<file path="src/rtl/clk_div_ratio_ctrl.sv">
// Run/stop and ratio-change sequencer for a counter-based clock divider.
// Start, stop and ratio changes take effect only on a divided-period boundary,
// so the divided clock never produces a runt pulse.
module clk_div_ratio_ctrl #(
    parameter int unsigned RATIO_W       = 4,
    parameter int unsigned DEFAULT_RATIO = 7,
    parameter int unsigned MIN_RATIO     = 2,
    parameter int unsigned SETTLE_CYC    = 2,
    parameter int unsigned DRAIN_MAX     = 64
) (
    input  logic               clk,
    input  logic               resetn,
    input  logic               i_start,
    input  logic               i_stop,
    input  logic               i_req_valid,
    output logic               o_req_ready,
    input  logic [RATIO_W-1:0] i_req_ratio,
    input  logic               i_div_count_end,
    output logic               o_div_clk_en,
    output logic               o_div_count_valid,
    output logic [RATIO_W-1:0] o_div_ratio,
    output logic               o_div_load,
    output logic               o_busy,
    output logic [2:0]         o_state,
    output logic               o_err_ratio,
    output logic               o_err_timeout
);

    localparam logic [2:0] ST_IDLE   = 3'd0;
    localparam logic [2:0] ST_RUN    = 3'd1;
    localparam logic [2:0] ST_DRAIN  = 3'd2;
    localparam logic [2:0] ST_LOAD   = 3'd3;
    localparam logic [2:0] ST_SETTLE = 3'd4;

    // One counter serves both the DRAIN timeout and the SETTLE hold.
    localparam int unsigned CNT_W = $clog2(DRAIN_MAX + SETTLE_CYC + 1);

    logic [2:0]         state_q, state_d;
    logic [CNT_W-1:0]   cnt_q, cnt_d;
    logic               run_flag_q, run_flag_d;
    logic               pend_vld_q, pend_vld_d;
    logic [RATIO_W-1:0] pend_ratio_q, pend_ratio_d;
    logic               en_q, en_d;
    logic               load_q, load_d;
    logic               busy_q, busy_d;
    logic [RATIO_W-1:0] ratio_q, ratio_d;
    logic               err_ratio_q, err_ratio_d;
    logic               err_to_q, err_to_d;

    logic               xfer;
    logic               req_bad;
    logic               req_take;
    logic               drain_exit;

    // Requests are accepted only while the divider is stable and nothing is queued.
    always_comb begin
        o_req_ready = ((state_q == ST_IDLE) || (state_q == ST_RUN)) && !pend_vld_q;
    end

    // Next-state, pending-request and registered-output decode.
    always_comb begin
        state_d      = state_q;
        cnt_d        = cnt_q;
        run_flag_d   = run_flag_q;
        pend_vld_d   = pend_vld_q;
        pend_ratio_d = pend_ratio_q;
        err_ratio_d  = 1'b0;
        err_to_d     = 1'b0;

        xfer       = i_req_valid && o_req_ready;
        req_bad    = i_req_ratio < RATIO_W'(MIN_RATIO);
        req_take   = xfer && !req_bad && (i_req_ratio != ratio_q);
        drain_exit = i_div_count_end || (cnt_q == CNT_W'(DRAIN_MAX - 1));

        // Stop has priority over a same-edge start.
        if (i_start) begin
            run_flag_d = 1'b1;
        end
        if (i_stop) begin
            run_flag_d = 1'b0;
        end

        if (xfer && req_bad) begin
            err_ratio_d = 1'b1;
        end

        case (state_q)
            ST_IDLE: begin
                if (req_take) begin
                    pend_vld_d   = 1'b1;
                    pend_ratio_d = i_req_ratio;
                    state_d      = ST_LOAD;
                end else if (run_flag_d) begin
                    state_d = ST_RUN;
                end
            end
            ST_RUN: begin
                if (req_take) begin
                    pend_vld_d   = 1'b1;
                    pend_ratio_d = i_req_ratio;
                    state_d      = ST_DRAIN;
                end
                if (i_stop) begin
                    state_d = ST_DRAIN;
                end
            end
            ST_DRAIN: begin
                if (drain_exit) begin
                    err_to_d = !i_div_count_end;
                    if (pend_vld_q) begin
                        state_d = ST_LOAD;
                    end else if (run_flag_d) begin
                        state_d = ST_RUN;
                    end else begin
                        state_d = ST_IDLE;
                    end
                end
            end
            ST_LOAD: begin
                pend_vld_d = 1'b0;
                state_d    = ST_SETTLE;
            end
            ST_SETTLE: begin
                if (cnt_q == CNT_W'(SETTLE_CYC - 1)) begin
                    state_d = run_flag_d ? ST_RUN : ST_IDLE;
                end
            end
            default: begin
                state_d = ST_IDLE;
            end
        endcase

        // Count only in the timed states; restart on every state change.
        if ((state_d != state_q) || (state_q == ST_IDLE) || (state_q == ST_RUN)) begin
            cnt_d = '0;
        end else begin
            cnt_d = cnt_q + CNT_W'(1);
        end

        en_d    = (state_d == ST_RUN) || (state_d == ST_DRAIN);
        load_d  = (state_d == ST_LOAD);
        busy_d  = (state_d == ST_DRAIN) || (state_d == ST_LOAD) || (state_d == ST_SETTLE);
        ratio_d = ((state_d == ST_LOAD) && (state_q != ST_LOAD)) ? pend_ratio_d : ratio_q;
    end

    // State and output registers.
    always_ff @(posedge clk or negedge resetn) begin
        if (!resetn) begin
            state_q      <= ST_IDLE;
            cnt_q        <= '0;
            run_flag_q   <= 1'b0;
            pend_vld_q   <= 1'b0;
            pend_ratio_q <= '0;
            en_q         <= 1'b0;
            load_q       <= 1'b0;
            busy_q       <= 1'b0;
            ratio_q      <= RATIO_W'(DEFAULT_RATIO);
            err_ratio_q  <= 1'b0;
            err_to_q     <= 1'b0;
        end else begin
            state_q      <= state_d;
            cnt_q        <= cnt_d;
            run_flag_q   <= run_flag_d;
            pend_vld_q   <= pend_vld_d;
            pend_ratio_q <= pend_ratio_d;
            en_q         <= en_d;
            load_q       <= load_d;
            busy_q       <= busy_d;
            ratio_q      <= ratio_d;
            err_ratio_q  <= err_ratio_d;
            err_to_q     <= err_to_d;
        end
    end

    assign o_div_clk_en      = en_q;
    assign o_div_count_valid = en_q;
    assign o_div_ratio       = ratio_q;
    assign o_div_load        = load_q;
    assign o_busy            = busy_q;
    assign o_state           = state_q;
    assign o_err_ratio       = err_ratio_q;
    assign o_err_timeout     = err_to_q;

endmodule

</file>
<file path="config.mk">
export PLATFORM = sky130hd
export DESIGN_NAME = clk_div_ratio_ctrl
export DESIGN_NICKNAME = d
export VERILOG_FILES = /design/src/rtl/clk_div_ratio_ctrl.sv
export SDC_FILE = /design/constraint.sdc
export NUM_CORES = 1
export LEC_CHECK = 0
export BUFFER_PORTS_ARGS = -buffer_cell sky130_fd_sc_hd__buf_4
export CAP_MARGIN = 0
export CORE_MARGIN = 4
export CORE_UTILIZATION = 35
export CTS_CLUSTER_SIZE = 25
export DETAILED_ROUTE_END_ITERATION = 7
export GPL_TIMING_DRIVEN = 0
export HOLD_SLACK_MARGIN = 0.1
export PLACE_DENSITY = 0.53
export SYNTH_ARGS = -nofsm -noshare
export SYNTH_HDL_FRONTEND = slang
export SYNTH_SLANG_ARGS = --single-unit
</file>
<file path="constraint.sdc">
create_clock -name clk -period 4.6 [get_ports clk]
set_clock_uncertainty 0.05 [all_clocks]
set_input_delay 0.46 -clock clk [delete_from_list [all_inputs] [get_ports clk]]
set_output_delay 0.46 -clock clk [all_outputs]
set_load 0.01 [all_outputs]
</file>
; After elaboration in Yosys (flattened, before gate mapping)
; Index checks and enable logic that the tools add are counted.
[classes]
n_eq_ne = 14
add_sub_neg = 1
magnitude_cmp = 1
reduce_logical = 20
mux = 19
[ops]
columns = operator, count
row1 = two-way mux 3 bit, 6
row2 = one-hot mux 3 bit (5 select lines), 1
row3 = == test 3 x 2 -> 1 bit (second input constant), 4
row4 = two-way mux 4 bit, 2
row5 = adder 7 x 1 -> 7 bit (second input constant), 1
row6 = == test 7 x 1 -> 1 bit (second input constant), 1
row7 = == test 7 x 6 -> 1 bit (second input constant), 1
row8 = logical OR 1 bit, 7
row9 = two-way mux 1 bit, 7
row10 = two-way mux 7 bit, 1
row11 = == test 3 x 1 -> 1 bit (second input constant), 2
row12 = == test 3 bit (second input constant), 2
row13 = logical AND 1 bit, 6
row14 = < comparator 4 x 2 -> 1 bit (second input constant), 1
row15 = != test 4 bit, 1
row16 = zero test 1 bit, 3
row17 = zero test 3 bit, 1
row18 = != test 3 x 2 -> 1 bit (second input constant), 1
row19 = != test 3 bit, 1
row20 = two-way mux 2 bit, 1
row21 = != test 2 x 1 -> 1 bit (second input constant), 1
row22 = one-hot mux 1 bit (2 select lines), 1
row23 = AND reduction 2 bit, 1
row24 = nonzero test 2 bit, 1
row25 = OR reduction 2 bit, 1
[word_totals]
reg_bits = 25
output_inout_bits = 14
in_bits = 10
elab_cells = 66

; Logic depth before layout (Yosys ltp)
[logic_depth]
depth_word = 13
mapped_depth = 7
depth_no_buf = 7

; Worst setup path before layout
; No wires, ideal clock.
[synth_path]
kind = reg2reg
startpoint = reg ratio_q[2] (netlist: o_div_ratio[2])
endpoint = reg ratio_q[3] (netlist: o_div_ratio[3])
setup_time_ps = 125
synth_period_minus_slack_ps = 2009
stages_incl_launch_ff = 6
t_arrival_ps = 1834
slack_ps = 2591
required_time_ps = 4425
cell_sequence = dfstp_2 xnor2_1 nand4_1 mux2i_1 o32ai_4 mux2_4
[synth_between]
elab_chain_cells = 7
[synth_lines]
columns = item, line_no
row1 = "start, declared", 46  ; logic [RATIO_W-1:0] ratio_q, ratio_d;
row2 = "start signal, assigned", 157  ; ratio_q <= RATIO_W'(DEFAULT_RATIO);
row3 = "start signal, assigned", 169  ; ratio_q <= ratio_d;
row4 = != test 4 bit (*), 72  ; req_take = xfer && !req_bad && (i_req_ratio != ratio_q);
row5 = logical AND 1 bit (*), 72
row6 = two-way mux 3 bit, 98  ; if (req_take) begin
row7 = two-way mux 3 bit, 103  ; if (i_stop) begin
row8 = one-hot mux 3 bit (5 select lines), 87  ; case (state_q)
row9 = == test 3 x 2 -> 1 bit, 143  ; ratio_d = ((state_d == ST_LOAD) && (state_q != ST_LOAD)) ? pend_ratio_d : ratio_q;
row10 = logical AND 1 bit, 143
; Every way passes the cells marked *; elsewhere a longest branch is shown, timed or not.
; A chain may end at the register's enable or synchronous reset.

; Final worst setup path
[layout_path]
startpoint = reg ratio_q[0] (netlist: o_div_ratio[0])
endpoint = reg ratio_q[3] (netlist: o_div_ratio[3])
; The elaborated chain is that of the path after synthesis.

==> results.md <==
- Status: finished, final reports clean
- Seq cells post-synth: 25
- Antenna Nets Post-Route: 0
- DRC viols: 0
- Req. time, crit path: 4720 ps
- CTS Buf Count: 3
- Reg-to-Reg Start: o_div_ratio[0]
- Final wirelength: 2700 um
- Largest net degree at the start of global routing: 26
- Slowest-stage cell, CP: dfstp_2
- TNS Setup: 0 ps
- FILL cells: 366
- Buffers and inverters on the worst path: 0
- Initial antenna violation count: 0
- Fin crit period: 2170 ps
- Total track usage: 0.130
- Ant. Diodes: 0
- Crit path from: o_div_ratio[0]
- Crit-path max FO: 5
- Final net count: 150
- Yosys top cell by area: dfrtp_1
- Mean post-synth cell area: 12.1 sq um
- Total grt overflow: 0
- Min-delay src: i_req_valid
- Slew Limit Headroom: 0.723
- Register area share after synthesis: 0.479
- Asr flop ratio synth: 1.00
- I/O Buffers: 23
- H-tree depth: 1
- Critical-path cell list: xnor2_1 -> nand4_1 -> mux2i_1 -> o32ai_4 -> mux2_4
- CP Class: flip-flop to flip-flop
- Final hold vios: 0
- WHS: 385 ps
- Yosys top cell area share: 0.419
- Area grow syn2layout: 21.8%
- CP peak stage delay: 570 ps
- Critical path arrival: 2290 ps
- Slew @ Worst Pin: 416 ps
- Main synth FF type: dfrtp_1
- Hold Crit Class: primary input to flip-flop
- Post-DP HPWL: 1950 um
- Post-synth top cells: 22 x dfrtp_1, 7 x a211oi_1, 7 x inv_1, 7 x nor2_1, 7 x xnor2_1
- Crit. End Element: flip-flop
- Max Slew Vio Count: 0
- First-pass GRT wire length: 5090 um
- EDFF count, synth: 0
- Clock sink total: 25
- Die Ht: 69.3 um
- Via-to-Cell Ratio: 5.20
- Vias in the first global route: 1,073
- RSZ-0062 raised after global routing: false
- Fraction of layout cells with a size suffix above 1: 0.394
- Final RePlAce weighted congestion: 0.831
- Core area: 3470 sq um
- Maxcap violations: 0
- Synth top area cells: dfrtp_1 42%, dfstp_2 6.0%, xnor2_1 4.7%, mux2_4 4.6%, a211oi_1 4.0%
- Initial drt markers: 81
- Count leader, synth: dfrtp_1
- Setup Viol. Count Final: 0
- Clock-pin slew on the worst setup and hold paths: 90 ps
- Cell area after synthesis: 1310 sq um
- Final worst-path cycle share: 0.472
- Setup crit start kind: flip-flop
- DIE AREA: 4800 sq um
- WL per Instance: 14.7 um
- Die width: 69.3 um
- Vias: 951
- Syn_nets: 121
- Setup Buffers After CTS: 0
- CTS tree: yes
- Mapped Cells: 109
- Max Freq: 460 MHz
- Crit path max-delay family: multiplexers
- PD cells: 607 nW/um^2
- Synth cell types: 43
- Rows: 21
- IO Count: 24
- Detailed-router iteration count before antenna repair: 4
- YS warnings: 0
- Initial Util: 0.379
- Clock Path Buffers: 2
- Worst-case vdd ir drop: 0.000228 V
- Clk Latency, worst-skew pair: 270 ps
- Root Buffer: clkbuf_8
- Leak pwr: 0.000739 uW
-- cells by family (layout without fill, tap and decap cells) --
| kind of cell | Yosys count | after routing | share of synthesized area |
|---|---|---|---|
| buf+inv | 9 | 37 | 0.0286 |
| xor+xnor | 10 | 10 | 0.0667 |
| mux | 9 | 9 | 0.0876 |
| flops | 25 | 25 | 0.479 |
| fa+ha+maj | 2 | 2 | 0.0190 |
| simple gates | 33 | 33 | 0.160 |
| compound gates | 21 | 21 | 0.159 |
-- final cells by class --
cell class / instances / area (sq um) / area share
plain buffers: 1 / 7.51 / 0.00469
clock buffers: 3 / 41.3 / 0.0258
clock inverters: 1 / 5.00 / 0.00313
inverters: 8 / 30.0 / 0.0188
multi-input cells: 75 / 647 / 0.404
flip-flops and latches: 25 / 629 / 0.393
well taps: 46 / 57.6 / 0.0360
repair buffers: 24 / 183 / 0.114
-- metrics by stage --
| step | power, uW | setup WS (ps) | utilization | std cells | area [sq um] |
|---|---|---|---|---|---|
| 4_1_cts | 984 | 2390 | 0.461 | 183 | 1600 |
| 3_3_place_gp | 843 | 2350 | 0.445 | 178 | 1540 |
| 3_5_place_dp | 844 | 2330 | 0.445 | 178 | 1540 |
| 2_1_floorplan | 685 | 2590 | - | 109 | 1310 |
| 6_report | 971 | 2430 | 0.461 | 183 | 1600 |
| 5_1_grt | 1050 | 2290 | 0.461 | 183 | 1600 |
-- where the power goes --
| group | total, uW | switching [uW] | internal (uW) | leakage [uW] |
|---|---|---|---|---|
| Sequential | 374 | 71.1 | 303 | 0.000317 |
| Combinational | 463 | 224 | 239 | 0.000397 |
| Clock | 134 | 73.4 | 60.8 | 0.0000255 |
-- placed cells by master, fill, tap and decap left out, types with 2 or more instances in the layout --
cell and instances:
a211oi_1 7, nand2_1 6, nand2b_1 2, nor2_1 7, xor2_1 3, nand3_1 2, nand4_1 2, nor3_1 2
nand3b_1 2, inv_1 7, mux2_2 4, xnor2_1 7, buf_4 24, dfstp_2 3, clkbuf_8 3, dfrtp_1 22
ha_1 2, mux2_4 4
-- final timing paths --
| kind | end | slack (ps) | depth (start not counted) |
|---|---|---|---|
| setup / recovery | o_div_ratio[3] | 2430 | 5 |
| hold / removal | o_err_ratio | 390 | 3 |
| setup reg to reg | o_div_ratio[3] | 2430 | 5 |
| hold reg to reg | cnt_q[0] | 450 | 1 |
| max in group asynchronous | o_div_ratio[1] | 3640 | 2 |
| min in group asynchronous | cnt_q[2] | 570 | 2 |
-- worst min-delay path: stages --
cell and delay, ps:
buf_4 120, nand2_1 50, nor2_1 40
-- routing by layer --
| metal | vias up | GRT usage | wire (um) |
|---|---|---|---|
| met5 | - | 0 | 0 |
| met4 | 0 | 0.0521 | 47 |
| met3 | 5 | 0.0348 | 153 |
| met2 | 23 | 0.204 | 1230 |
| met1 | 473 | 0.169 | 1270 |
| li1 | 450 | - | - |
-- flip-flops by register name (all words and copies together) (netlist names), 3 cells and up --
name,flops
cnt_q,7
pend_ratio_q,4
o_div_ratio,4
o_state,3
-- timing repair --
action | in CTS | in global routing
resized for setup | 0 | 0
hold buffers | 1 | 0
endpoints found under the hold margin | 22 | 0
Note: power is estimated with default switching activity, not from simulation.
